--- src/rtl/pulse_window_counter.sv ---
// -----------------------------------------------------------------------------
// pulse_window_counter
//
// Front end of the pulse monitor datapath. The raw sensor pulse is brought into
// the clk domain through a two-flop synchronizer. Its rising edges are counted
// over measurement windows that end on each tick_window strobe. A 4-deep
// history of completed window counts is kept for the averaging stage.
//
// Ports
//   clk          system clock
//   rst          asynchronous, active-high reset; clears all state
//   pulse_in     raw pulse, asynchronous to clk
//   tick_window  one-cycle strobe closing the current window
//   clr          synchronous clear of the counter, history and fill tracking
//   cur_count    running (saturating) edge count of the open window
//   count1..4    completed window counts, count1 newest, count4 oldest
//   hist_valid   high once four windows have closed since rst/clr
// -----------------------------------------------------------------------------
module pulse_window_counter #(
    parameter int CNT_W = 8
) (
    input  logic             clk,
    input  logic             rst,
    input  logic             pulse_in,
    input  logic             tick_window,
    input  logic             clr,
    output logic [CNT_W-1:0] cur_count,
    output logic [CNT_W-1:0] count1,
    output logic [CNT_W-1:0] count2,
    output logic [CNT_W-1:0] count3,
    output logic [CNT_W-1:0] count4,
    output logic             hist_valid
);

    localparam logic [CNT_W-1:0] CNT_MAX    = '1;
    localparam logic [2:0]       FILL_EMPTY = 3'd0;
    localparam logic [2:0]       FILL_FULL  = 3'd4;

    // Synchronizer (s1, s2) plus the history flop s3 used for edge detection.
    logic s1_q, s2_q, s3_q;
    logic s1_d, s2_d, s3_d;

    logic [CNT_W-1:0] cur_q, cur_d;
    logic [CNT_W-1:0] hist_q [4];
    logic [CNT_W-1:0] hist_d [4];
    logic [2:0]       fill_q, fill_d;
    logic             valid_q, valid_d;

    logic             pulse_edge;
    logic [CNT_W-1:0] count_inc;   // cur_q plus this cycle's edge, saturated

    always_comb begin
        s1_d       = pulse_in;
        s2_d       = s1_q;
        s3_d       = s2_q;
        pulse_edge = s2_q & ~s3_q;
        count_inc  = cur_q;
        if (pulse_edge && (cur_q != CNT_MAX)) begin
            count_inc = cur_q + CNT_W'(1);
        end
    end

    // The newest history slot takes the closing value, which already includes
    // an edge landing on the tick cycle; the new window therefore starts at 0.
    assign hist_d[0] = clr         ? '0 :
                       tick_window ? count_inc : hist_q[0];

    generate
        for (genvar gi = 1; gi < 4; gi++) begin : g_hist_shift
            assign hist_d[gi] = clr         ? '0 :
                                tick_window ? hist_q[gi-1] : hist_q[gi];
        end
    endgenerate

    // clr outranks tick_window and edge: the open window is simply discarded.
    always_comb begin
        cur_d  = count_inc;
        fill_d = fill_q;
        if (clr) begin
            cur_d  = '0;
            fill_d = FILL_EMPTY;
        end else if (tick_window) begin
            cur_d = '0;
            if (fill_q != FILL_FULL) begin
                fill_d = fill_q + 3'd1;
            end
        end
        valid_d = (fill_d == FILL_FULL);
    end

    // Synchronizer flops are reset by rst only; clr leaves an in-flight edge
    // alone so it lands in whichever window is open when it arrives.
    always_ff @(posedge clk or posedge rst) begin
        if (rst) begin
            s1_q    <= 1'b0;
            s2_q    <= 1'b0;
            s3_q    <= 1'b0;
            cur_q   <= '0;
            fill_q  <= FILL_EMPTY;
            valid_q <= 1'b0;
        end else begin
            s1_q    <= s1_d;
            s2_q    <= s2_d;
            s3_q    <= s3_d;
            cur_q   <= cur_d;
            fill_q  <= fill_d;
            valid_q <= valid_d;
        end
    end

    generate
        for (genvar gi = 0; gi < 4; gi++) begin : g_hist_reg
            always_ff @(posedge clk or posedge rst) begin
                if (rst) begin
                    hist_q[gi] <= '0;
                end else begin
                    hist_q[gi] <= hist_d[gi];
                end
            end
        end
    endgenerate

    assign cur_count  = cur_q;
    assign count1     = hist_q[0];
    assign count2     = hist_q[1];
    assign count3     = hist_q[2];
    assign count4     = hist_q[3];
    assign hist_valid = valid_q;

endmodule

--- config.mk ---
export PLATFORM = sky130hd
export DESIGN_NAME = pulse_window_counter
export DESIGN_NICKNAME = d
export VERILOG_FILES = /design/src/rtl/pulse_window_counter.sv
export SDC_FILE = /design/constraint.sdc
export NUM_CORES = 1
export LEC_CHECK = 0
export BUFFER_PORTS_ARGS = -buffer_cell sky130_fd_sc_hd__buf_2
export CAP_MARGIN = 25
export CORE_UTILIZATION = 45
export CTS_BUF_LIST = sky130_fd_sc_hd__clkbuf_4 sky130_fd_sc_hd__clkbuf_8
export CTS_CLUSTER_SIZE = 30
export DETAILED_ROUTE_END_ITERATION = 16
export PLACE_DENSITY = 0.67
export SETUP_SLACK_MARGIN = 0.1
export SLEW_MARGIN = 15
export SYNTH_ARGS = -nofsm -noshare
export SYNTH_HDL_FRONTEND = slang
export SYNTH_SLANG_ARGS = --single-unit
--- constraint.sdc ---
create_clock -name clk -period 1.55 [get_ports clk]
set_clock_uncertainty 0.05 [all_clocks]
set_input_delay 0.2325 -clock clk [delete_from_list [all_inputs] [get_ports clk]]
set_output_delay 0.2325 -clock clk [all_outputs]
set_load 0.01 [all_outputs]
======== Word-level counts from Yosys, hierarchy flattened ========
Cells that the tools add are included.
word-level totals
  register bits ........................... 47
  input port bits ......................... 5
  word-level logic and storage cells ...... 33
cells by class
  add/sub/neg operators ................... 2
  equality and inequality tests ........... 3
  muxes and demuxes ....................... 14
  bitwise logic cells ..................... 2
  reduce and logical (&&, ||, !) cells .... 2
operator list
  operator             number
  $mux 8               11
  $mux 3               3
  $add 8x1->8 const B  1
  $ne 8x8->1 const B   1
  $add 3x1->3 const B  1
  $eq 3x3->1 const B   1
  $ne 3x3->1 const B   1
  $reduce_bool 2->1    1
  $and 1x1->1          1
  $logic_and 1x1->1    1
  $not 1->1            1

======== Depth between registers and ports, before layout ========
Gate-level depths: netlist of run 1.
  depth in word-level cells ............... 6
  depth in mapped cells ................... 6
  gate-level depth less buffers ........... 6

======== Worst setup path before layout of run 1 ========
Ideal clock, no wire load.
  path kind ............................... reg-to-reg
  start ................................... register cur_q[0] (netlist: cur_count[0])
  end ..................................... register hist_q, in the netlist count1[5]
  library setup time ...................... 0.099 ns
  data arrival time ....................... 1.531 ns
  data required time ...................... 1.401 ns
  slack ................................... -0.131 ns
  cell stages (with the launch flop) ...... 6
  path buffers ............................ 0
  clock period less this slack ............ 1.681 ns
  path through ............................ dfrtp_1 ha_1 nand3_2 nor2_1 or4_4 a311oi_1
on the way
  cells in the longest elaborated chain, start to end .. 5
ends and longest elaborated chain
  element                                              RTL line  RTL
  start, declared                                      43        logic [CNT_W-1:0] cur_q, cur_d;
  start signal, assigned                               105       cur_q <= cur_d;
  branches (longest 2 deep; another with $add 8x1->8)  --
  $mux 8 *                                             58        if (pulse_edge && (cur_q != CNT_MAX)) begin
  $mux 8 *                                             66        tick_window ? count_inc : hist_q[0];
  $mux 8 *                                             65        assign hist_d[0] = clr ? '0 :
  end signal, assigned by index                        117       hist_q[gi] <= hist_d[gi];
  end, declared                                        44        logic [CNT_W-1:0] hist_q [4];
Mark *: on every way between the ends. The select of a mux whose other input is x is not followed.
A chain may end at the register's enable or synchronous reset.

======== Worst setup path in the final report of run 1 ========
  start ................................... register cur_q[1] (netlist: cur_count[1])
  end ..................................... register hist_q, in the netlist count1[3]
The elaborated chain is that of the path after synthesis.

==> out/metrics.cfg, run 1 <==
[place]
hpwl_um=2740
numPortBuffers=45
preCtsSetupSlack_ps=-6.50
dpl.cell_count=276
gp_congestion=0.824

[worst_setup_path]
worstPathMaxFanout=4
required_ps=1720
regToRegEndpoint=count1[3]
r2r_slack_ps=30
reg2reg_from=cur_count[1]
crit_type=flop to flop
cp-start-kind=flop
setup.worst_path.end_class=flop
reg2reg_depth=5
worstPathArrival_ps=1690

[yosys]
netlist_area_mm2=0.00205
netlist.area_leader.share=0.575
synth_largest_area_cell=dfrtp_1
yosysUniqueCellTypes=35
synth_cells=179
synth.most_common_cell=dfrtp_1
async_flop_share=1.00
ys.flop_type=dfrtp_1
synth_edf_count=0
yosysSeqAreaShare=0.575
synth_commonest_cells=dfrtp_1, nor2_1, mux2i_1, clkbuf_1, nand2b_1
synth_area_leaders=dfrtp_1, mux2i_1, nor2_1, ha_1, nand2b_1
avgSynthCellArea_um2=11.4
ys_seq_elements=47
yosysWarnings=0
synthesis.nets=187

[sta]
slew_viol_final=0
worst_pin_slew_ps=340
fin_crit_sh=0.981
slew_headroom=0.771
whs_ps=231
rsz0062_at_grt=yes
period_minus_slack_ps=1520
finalHoldViolCount=0
fmax_ghz=0.658
fin_ws_ps=29.9
setup_viol=0

[cts]
cts_root_buf=clkbuf_8
cts_tree=yes
path_clk_slew_ps=90
clock_path_buffers=2
htreeDepth=2
cts_made_buffers=5
cts_sinks=47
clk_latency_ps=300

[cells_and_area]
fillers=379
drive_gt1_frac=0.374
multi_input_area_um2=873
syn_to_final_growth_pct=27.2
antenna_cells=0
seq_area_mm2=0.00118
finalCoreUtilization=0.598
nNetsFinal=245
final_cells=290

[pwr]
leakage_nw=1.35
power_density_mw_per_mm2=854
peakVddDrop_uv=473

[route]
drt_pass1_iterations=4
vias=1481
wl_per_cell_um=13.5
drt_iter0_markers=39
viasPerCell=5.11
ant_nets=0
wl_um=3920
drc=0

[min_path]
holdPathEnd=count2[2]
whs_path_depth=2
hold_class=primary input to flop
hp-start=clr

[floorplanning]
start_util=0.470
fp.dieW_um=69.4
num_rows=24
chipHeight_um=69.4
die_area_mm2=0.00482
core_area_mm2=0.00435
ios=46

[grt]
grt_pass1_vias=1447
overflow=0
grt_pass1_wl_um=6630
grtUsageTotal=0.173
antenna_found_initial=0
grt_max_degree=48

[run_status]
outcome=finished, final reports clean

[run]
max_cap_violations=0

## sequential cells by signal, indices dropped and copies added (netlist names), 3 cells and up
| name | flops |
|---|---|
| fill_q | 3 |
| count4 | 8 |
| count1 | 8 |
| cur_count | 8 |
| count2 | 8 |
| count3 | 8 |
## power breakdown
group | switching, mW | total (mW) | internal [mW]
registers | 0.0207 | 1.27 | 1.25
logic | 0.113 | 0.194 | 0.0808
clock network | 0.429 | 0.755 | 0.326
## stage by stage
stage	area [um^2]	power, mW	TNS [ps]
2_1_floorplan	2060	1.42	-4.07
4_1_cts	2550	2.25	-14.5
3_5_place_dp	2410	1.49	-6.50
3_3_place_gp	2410	1.48	0
6_report	2600	2.22	0
5_1_grt	2600	2.32	-24.4
## layout by cell type, fill, tap and decap left out, types with 3 or more instances in the layout
cell type and instances:
buf_4 11, nand3_1 3, inv_1 3, nand2_1 3, buf_2 45, a211oi_1 3, mux2i_1 28, a21oi_1 4
dfrtp_2 3, nor2_1 38, dfrtp_1 44, nand2b_1 6, clkbuf_8 5
## critical path: stages (launching register included)
cell      delay, ps
dfrtp_1         410
ha_2            220
nand3_4          80
nor2_4           50
or3_4           370
a311oi_2        260
## timing repair
action	CTS	global route
hold buffers	2	0
gates resized for setup	1	10
setup endpoints to repair	10	15
setup buffers	3	1
pin swaps	4	5
hold endpoints to repair	48	0
## routing by layer
metal,vias up,track usage,part of all wire
met2,26,0.297,0.52
met4,0,0.0612,0.016
met1,720,0.208,0.43
met3,6,0.0465,0.037
met5,-,0,0
li1,729,-,-
## cells by family after synthesis
kind of cell / share of synthesized area
AND/OR/NAND/NOR: 0.157
flip-flops: 0.575
multiplexers: 0.142
AO/OA/AOI/OAI: 0.0672
buffers and inverters: 0.0281
XOR/XNOR: 0.0128
adder cells (fa/ha/maj): 0.0183
## final cells by class
type / count / share of cell area
clock buffer: 5 / 0.0264
tap: 52 / 0.0250
timing repair buffer: 61 / 0.146
sequential: 47 / 0.453
clock inverter: 3 / 0.00865
multi-input combinational: 118 / 0.335
inverter: 4 / 0.00577
## worst max path at each step
stage                       from   endpoint  slack (ps)  cells past startpoint
finish              cur_count[1]  count1[3]          30                      5
global route        cur_count[1]  count1[5]         -10                      5
CTS                 cur_count[0]  count1[5]         -10                      5
detailed placement  cur_count[1]  count1[5]          -6                      5
global placement    cur_count[1]  count1[5]          30                      5
floorplan           cur_count[1]  count1[5]          -4                      5
No activity file was read; power rests on OpenSTA's default activity.
==> run 2, diff against run 1 <==
--- a/config.mk
+++ b/config.mk
@@ -7,11 +7,13 @@
 export LEC_CHECK = 0
 export BUFFER_PORTS_ARGS = -buffer_cell sky130_fd_sc_hd__buf_2
 export CAP_MARGIN = 25
+export CORE_ASPECT_RATIO = 1.25
 export CORE_UTILIZATION = 45
 export CTS_BUF_LIST = sky130_fd_sc_hd__clkbuf_4 sky130_fd_sc_hd__clkbuf_8
 export CTS_CLUSTER_SIZE = 30
 export DETAILED_ROUTE_END_ITERATION = 16
 export PLACE_DENSITY = 0.67
+export REMOVE_ABC_BUFFERS = 1
 export SETUP_SLACK_MARGIN = 0.1
 export SLEW_MARGIN = 15
 export SYNTH_ARGS = -nofsm -noshare
==> run 2 against run 1 <==
Clock-buffer cell count is 1 higher. Via count is 2.0% higher. Largest power group unchanged. Clock power is 40% higher. Critical path type unchanged. Highest routed layer unchanged.
==> out/metrics.cfg, run 2 (same netlist as run 1, synthesis figures left out) <==
[cells_and_area]
nNetsFinal=250  ; was 245
mostFrequentLayoutCell=dfrtp_1  ; was buf_2
final_cell_mix=dfrtp_1, buf_2, nor2_1  ; was buf_2, dfrtp_1, nor2_1
final_cells=301  ; was 290
antenna_cells=0  ; unchanged
final_cell_area_mm2=0.00268  ; was 0.00260 mm^2
syn_to_final_growth_pct=31.0  ; was 27.2%
drive_gt1_frac=0.383  ; was 0.374

[pwr]
power_density_mw_per_mm2=947  ; was 854 mW/mm^2
seqPwrFrac=0.500  ; was 0.573
power_frac_clock=0.419  ; was 0.340
leakage_nw=1.44  ; was 1.35 nW
switching_power_mw=0.542  ; was 0.563 mW
p_sw_frac=0.214  ; was 0.253
peakVddDrop_uv=606  ; was 473 uV
p_int_mw=2.00  ; was 1.66 mW
power_frac_comb=0.081  ; was 0.087

[sta]
fmax_ghz=0.649  ; was 0.658 GHz
slew_headroom=0.734  ; was 0.771
slew_viol_final=0  ; unchanged
rsz0062_at_grt=yes  ; unchanged
worst_pin_slew_ps=395  ; was 340 ps
setup_viol=0  ; unchanged
period_minus_slack_ps=1540  ; was 1520 ps
fin_crit_sh=0.994  ; was 0.981
tns_ps=0  ; unchanged
finalHoldViolCount=0  ; unchanged

[worst_setup_path]
startpoint=cur_count[1]  ; unchanged
required_ps=1710  ; was 1720 ps
cp-start-kind=flop  ; unchanged
crit_type=flop to flop  ; unchanged
worstPathMaxFanout=4  ; unchanged
worstPathArrival_ps=1710  ; was 1690 ps
reg2reg_from=cur_count[1]  ; unchanged
setup.worst_path.end_class=flop  ; unchanged

[min_path]
hp-start=clr  ; unchanged
hold_class=primary input to flop  ; unchanged

[floorplanning]
fp.dieW_um=62.3  ; was 69.4 um
core_area_mm2=0.00439  ; was 0.00435 mm^2
start_util=0.466  ; was 0.470
num_rows=27  ; was 24
ios=46  ; unchanged
chipHeight_um=77.4  ; was 69.4 um
die_area_mm2=0.00482  ; about the same

[run_status]
outcome=finished, final reports clean  ; unchanged

[run]
max_cap_violations=0  ; unchanged

[route]
drc=0  ; unchanged
wl_um=4100  ; was 3920 um
wl_per_cell_um=13.6  ; was 13.5 um
drt_pass1_iterations=3  ; was 4
vias=1511  ; was 1481
drt_iter0_markers=29  ; was 39
ant_nets=0  ; unchanged
viasPerCell=5.02  ; was 5.11

[place]
dpl_cell_area_mm2=0.00243  ; was 0.00241 mm^2
dpl.cell_count=287  ; was 276
numPortBuffers=45  ; unchanged
hpwl_um=2750  ; was 2740 um
gp_congestion=0.787  ; was 0.824

[cts]
clk_latency_ps=300  ; about the same
cts_tree=yes  ; unchanged
htreeDepth=2  ; unchanged
cts_root_buf=clkbuf_8  ; unchanged
clock_path_buffers=2  ; unchanged
cts_sinks=47  ; unchanged
cts_made_buffers=5  ; unchanged
path_clk_slew_ps=90  ; about the same

[grt]
grtUsageTotal=0.177  ; was 0.173
antenna_found_initial=0  ; unchanged
grt_pass1_vias=1461  ; was 1447
grt_max_degree=33  ; was 48
grt_pass1_wl_um=6670  ; was 6630 um
overflow=0  ; unchanged

run 2: cell types whose count changed in the layout (fill, tap and decap cells not counted), moves of 2 or more:
cell / delta
inv_6: -2
dfrtp_2: -3
bufinv_16: +2
buf_4: +6
dfrtp_1: +3
run 2: worst paths after layout:
path | slack (ps) | cells after the start | end
worst max-delay path | 9 | 5 | count1[5]
min in group asynchronous | 400 | 3 | count4[4]
worst min-delay path | 260 | 2 | count4[6]
max in group asynchronous | 580 | 4 | count1[3]
worst min register to register | 300 | 0 | s2_q
worst max register to register | 9 | 5 | count1[5]
run 2: layout make-up:
class                   count  area [um^2]
clock buffers               6         76.3
clock inverters             2         60.1
fillers                   362         1710
inverters                   4         15.0
multi-input cells         118          877
flip-flops and latches     47         1180
well taps                  58         72.6
repair buffers             66          404
run 2: timing repair:
| item | in CTS | in global routing |
|---|---|---|
| buffers inserted | 3 | 1 |
| endpoints found under the hold margin | 16 | 0 |
| hold buffers | 2 | 0 |
| resized for setup | 7 | 9 |
| pin swaps | 4 | 5 |
| setup endpoints to repair | 11 | 15 |
run 2: worst max-delay path, stage by stage (launching register included):
cell and delay [ps]:
dfrtp_1 390, ha_2 200, nand3_2 80, nor2_2 50
or4_4 480, a311oi_1 210
run 2: power by group through the flow:
stage | combinational (mW) | clock (mW) | sequential [mW]
floorplan | 0.0860 | 0 | 1.30
global placement | 0.190 | 0 | 1.29
detailed placement | 0.193 | 0 | 1.30
CTS | 0.200 | 1.10 | 1.27
global route | 0.224 | 1.14 | 1.28
finish | 0.205 | 1.06 | 1.27
run 2: metrics by stage:
| step | setup slack [ps] | utilization | hold WS [ps] | total power [mW] |
|---|---|---|---|---|
| after global routing | -54.9 | 0.611 | 271 | 2.64 |
| after CTS | 5.24 | 0.599 | 258 | 2.57 |
| final | 8.81 | 0.611 | 259 | 2.54 |
| after detailed placement | -118 | 0.553 | 174 | 1.49 |
| after floorplan | -131 | - | 214 | 1.39 |
| after global placement | -81.9 | 0.553 | 179 | 1.48 |
run 2: layer usage:
metal	GRT usage	vias up	part of all wire	wire length [um]
met5	0	-	0	0
met4	0.0558	0	0.0078	32
met3	0.0412	3	0.027	112
met2	0.301	29	0.49	1990
met1	0.222	748	0.48	1960
li1	-	731	-	-
==> run 3, diff against run 2 <==
--- a/config.mk
+++ b/config.mk
@@ -8,11 +8,12 @@
 export BUFFER_PORTS_ARGS = -buffer_cell sky130_fd_sc_hd__buf_2
 export CAP_MARGIN = 25
 export CORE_ASPECT_RATIO = 1.25
-export CORE_UTILIZATION = 45
+export CORE_UTILIZATION = 35
 export CTS_BUF_LIST = sky130_fd_sc_hd__clkbuf_4 sky130_fd_sc_hd__clkbuf_8
 export CTS_CLUSTER_SIZE = 30
 export DETAILED_ROUTE_END_ITERATION = 16
-export PLACE_DENSITY = 0.67
+export MAX_ROUTING_LAYER = met4
+export PLACE_DENSITY = 0.61
 export REMOVE_ABC_BUFFERS = 1
 export SETUP_SLACK_MARGIN = 0.1
 export SLEW_MARGIN = 15
==> run 3 against run 2 <==
The run now ends with setup timing left. Sequential cell count did not move. Sequential power about the same. Global-route usage down 2.2 points. Hold slack got worse by 13 ps. Via count down 1.7%. Combinational power hardly changed. Register-to-register slack got worse by 70 ps. Power fell by 7.3%. Sequential share of layout area down 0.16 points. First-iteration DRC count up 130%. Die area increased by 28%.
==> out/metrics.cfg, run 3 (same netlist as run 1, synthesis figures left out) <==
[run_status]
outcome=finished with violations  ; was finished, final reports clean
violations=setup timing

[place]
hpwl_um=2780  ; was 2750 um
preCtsSetupSlack_ps=-111  ; was -118 ps
numPortBuffers=45  ; unchanged
gp_congestion=0.813  ; was 0.787
dpl.cell_count=294  ; was 287

[sta]
fin_crit_sh=1.04  ; was 0.994
finalHoldViolCount=0  ; unchanged
period_minus_slack_ps=1610  ; was 1540 ps
rsz0062_at_grt=yes  ; unchanged
setup_viol=4  ; was 0
fmax_ghz=0.620  ; was 0.649 GHz
slew_headroom=0.750  ; was 0.734
slew_viol_final=0  ; unchanged
worst_pin_slew_ps=370  ; was 395 ps
fin_ws_ps=-63.5  ; was 8.81 ps

[worst_setup_path]
worstPathArrival_ps=1770  ; was 1710 ps
setup.worst_path.end_class=flop  ; unchanged
critPathSlowestCell=or4_4  ; unchanged
crit_type=flop to flop  ; unchanged
worstPathMaxFanout=4  ; unchanged
critPathMaxStageDelay_ps=480  ; about the same
cp-start-kind=flop  ; unchanged
required_ps=1710  ; about the same
crit_path_cell_trace=buf_6 -> and3_4 -> nand2_4 -> or4_4 -> a311oi_1  ; was ha_2 -> nand3_2 -> nor2_2 -> or4_4 -> a311oi_1

[pwr]
power.total_mw=2.36  ; was 2.54 mW
leakage_nw=1.39  ; was 1.44 nW
power_density_mw_per_mm2=874  ; was 947 mW/mm^2
peakVddDrop_uv=596  ; was 606 uV

[route]
wl_per_cell_um=13.8  ; was 13.6 um
wl_um=4240  ; was 4100 um
drt_iter0_markers=67  ; was 29
vias=1485  ; was 1511
drt_pass1_iterations=4  ; was 3
drc=0  ; unchanged
viasPerCell=4.85  ; was 5.02
ant_nets=0  ; unchanged

[floorplanning]
die_area_mm2=0.00616  ; was 0.00482 mm^2
chipHeight_um=87.5  ; was 77.4 um
num_rows=30  ; was 27
ios=46  ; unchanged
core_area_mm2=0.00552  ; was 0.00439 mm^2
fp.dieW_um=70.4  ; was 62.3 um
start_util=0.371  ; was 0.466

[grt]
grt_pass1_wl_um=7190  ; was 6670 um
antenna_found_initial=0  ; unchanged
grt_pass1_vias=1527  ; was 1461
overflow=0  ; unchanged
grtUsageTotal=0.155  ; was 0.177
grt_max_degree=48  ; was 33

[cts]
htreeDepth=2  ; unchanged
cts_root_buf=clkbuf_8  ; unchanged
cts_made_buffers=5  ; unchanged
cts_sinks=47  ; unchanged
path_clk_slew_ps=90  ; about the same
clock_path_buffers=2  ; unchanged
cts_tree=yes  ; unchanged
clk_latency_ps=300  ; about the same

[cells_and_area]
final_cells=306  ; was 301
syn_to_final_growth_pct=31.6  ; was 31.0%
nNetsFinal=250  ; unchanged
fillers=522  ; was 362
finalCoreUtilization=0.488  ; was 0.611
final_cell_mix=dfrtp_1, buf_2, nor2_1  ; unchanged
mostFrequentLayoutCell=dfrtp_1  ; unchanged
drive_gt1_frac=0.393  ; was 0.383
antenna_cells=0  ; unchanged

[run]
max_cap_violations=0  ; unchanged

[min_path]
hold_class=primary input to flop  ; unchanged

[run 3: cell count changes in the layout (fill, tap and decap cells not counted), sizes merged]
cell      change
bufinv        -1
clkbuf        -1
clkinvlp      +1
[run 3: power breakdown]
part / leakage, nW / internal [mW] / switching (mW)
Combinational: 0.702 / 0.0863 / 0.121
Clock: 0.0502 / 0.471 / 0.404
Sequential: 0.641 / 1.25 / 0.0203
Total: 1.39 / 1.81 / 0.545
[run 3: metrics by stage]
stage / instance area, um^2 / hold slack, ps / setup TNS, ps
5_1_grt: 2690 / 253 / -612
6_report: 2690 / 246 / -122
2_1_floorplan: 2000 / 214 / -138
3_3_place_gp: 2440 / 239 / -76.5
4_1_cts: 2620 / 241 / -10.9
3_5_place_dp: 2440 / 244 / -121
[run 3: worst paths after layout]
kind	startpoint	endpoint	slack (ps)	depth (start not counted)
min in group asynchronous	rst	count4[7]	460	4
worst min register to register	s1_q	s2_q	300	0
worst max register to register	cur_count[1]	count1[5]	-60	5
max in group asynchronous	rst	cur_count[5]	770	4
worst min-delay path	clr	count2[4]	250	2
worst max-delay path	cur_count[1]	count1[5]	-60	5
[run 3: layout make-up]
| class | count | area, um^2 | share of cell area |
|---|---|---|---|
| inverters | 4 | 15.0 | 0.00557 |
| clock inverters | 2 | 37.5 | 0.0139 |
| well taps | 64 | 80.1 | 0.0297 |
| flip-flops and latches | 47 | 1180 | 0.437 |
| repair buffers | 66 | 420 | 0.156 |
| clock buffers | 5 | 68.8 | 0.0255 |
| multi-input cells | 118 | 895 | 0.332 |
[run 3: layer usage]
| metal | track usage | wire length [um] | share of wire | up-vias |
|---|---|---|---|---|
| li1 | - | - | - | 730 |
| met1 | 0.189 | 1960 | 0.46 | 712 |
| met4 | 0.0600 | 60 | 0.014 | 0 |
| met3 | 0.0405 | 202 | 0.048 | 7 |
| met5 | - | 0 | 0 | - |
| met2 | 0.246 | 2010 | 0.47 | 36 |
[run 3: critical path, delay by kind of cell (launching register included)]
family                 cells  cell delay (ps)
flip-flops                 1              420
buffers and inverters      1              120
AO/OA/AOI/OAI              1              210
AND/OR/NAND/NOR            3              730
[run 3: repair_timing]
action                                 in CTS  in global routing
setup buffers                               2                  1
setup endpoints to repair                  14                 15
gates resized for setup                    10                 13
gates cloned                                0                  0
pin swaps                                   7                  4
endpoints found under the hold margin      48                  0
hold buffers                                2                  0
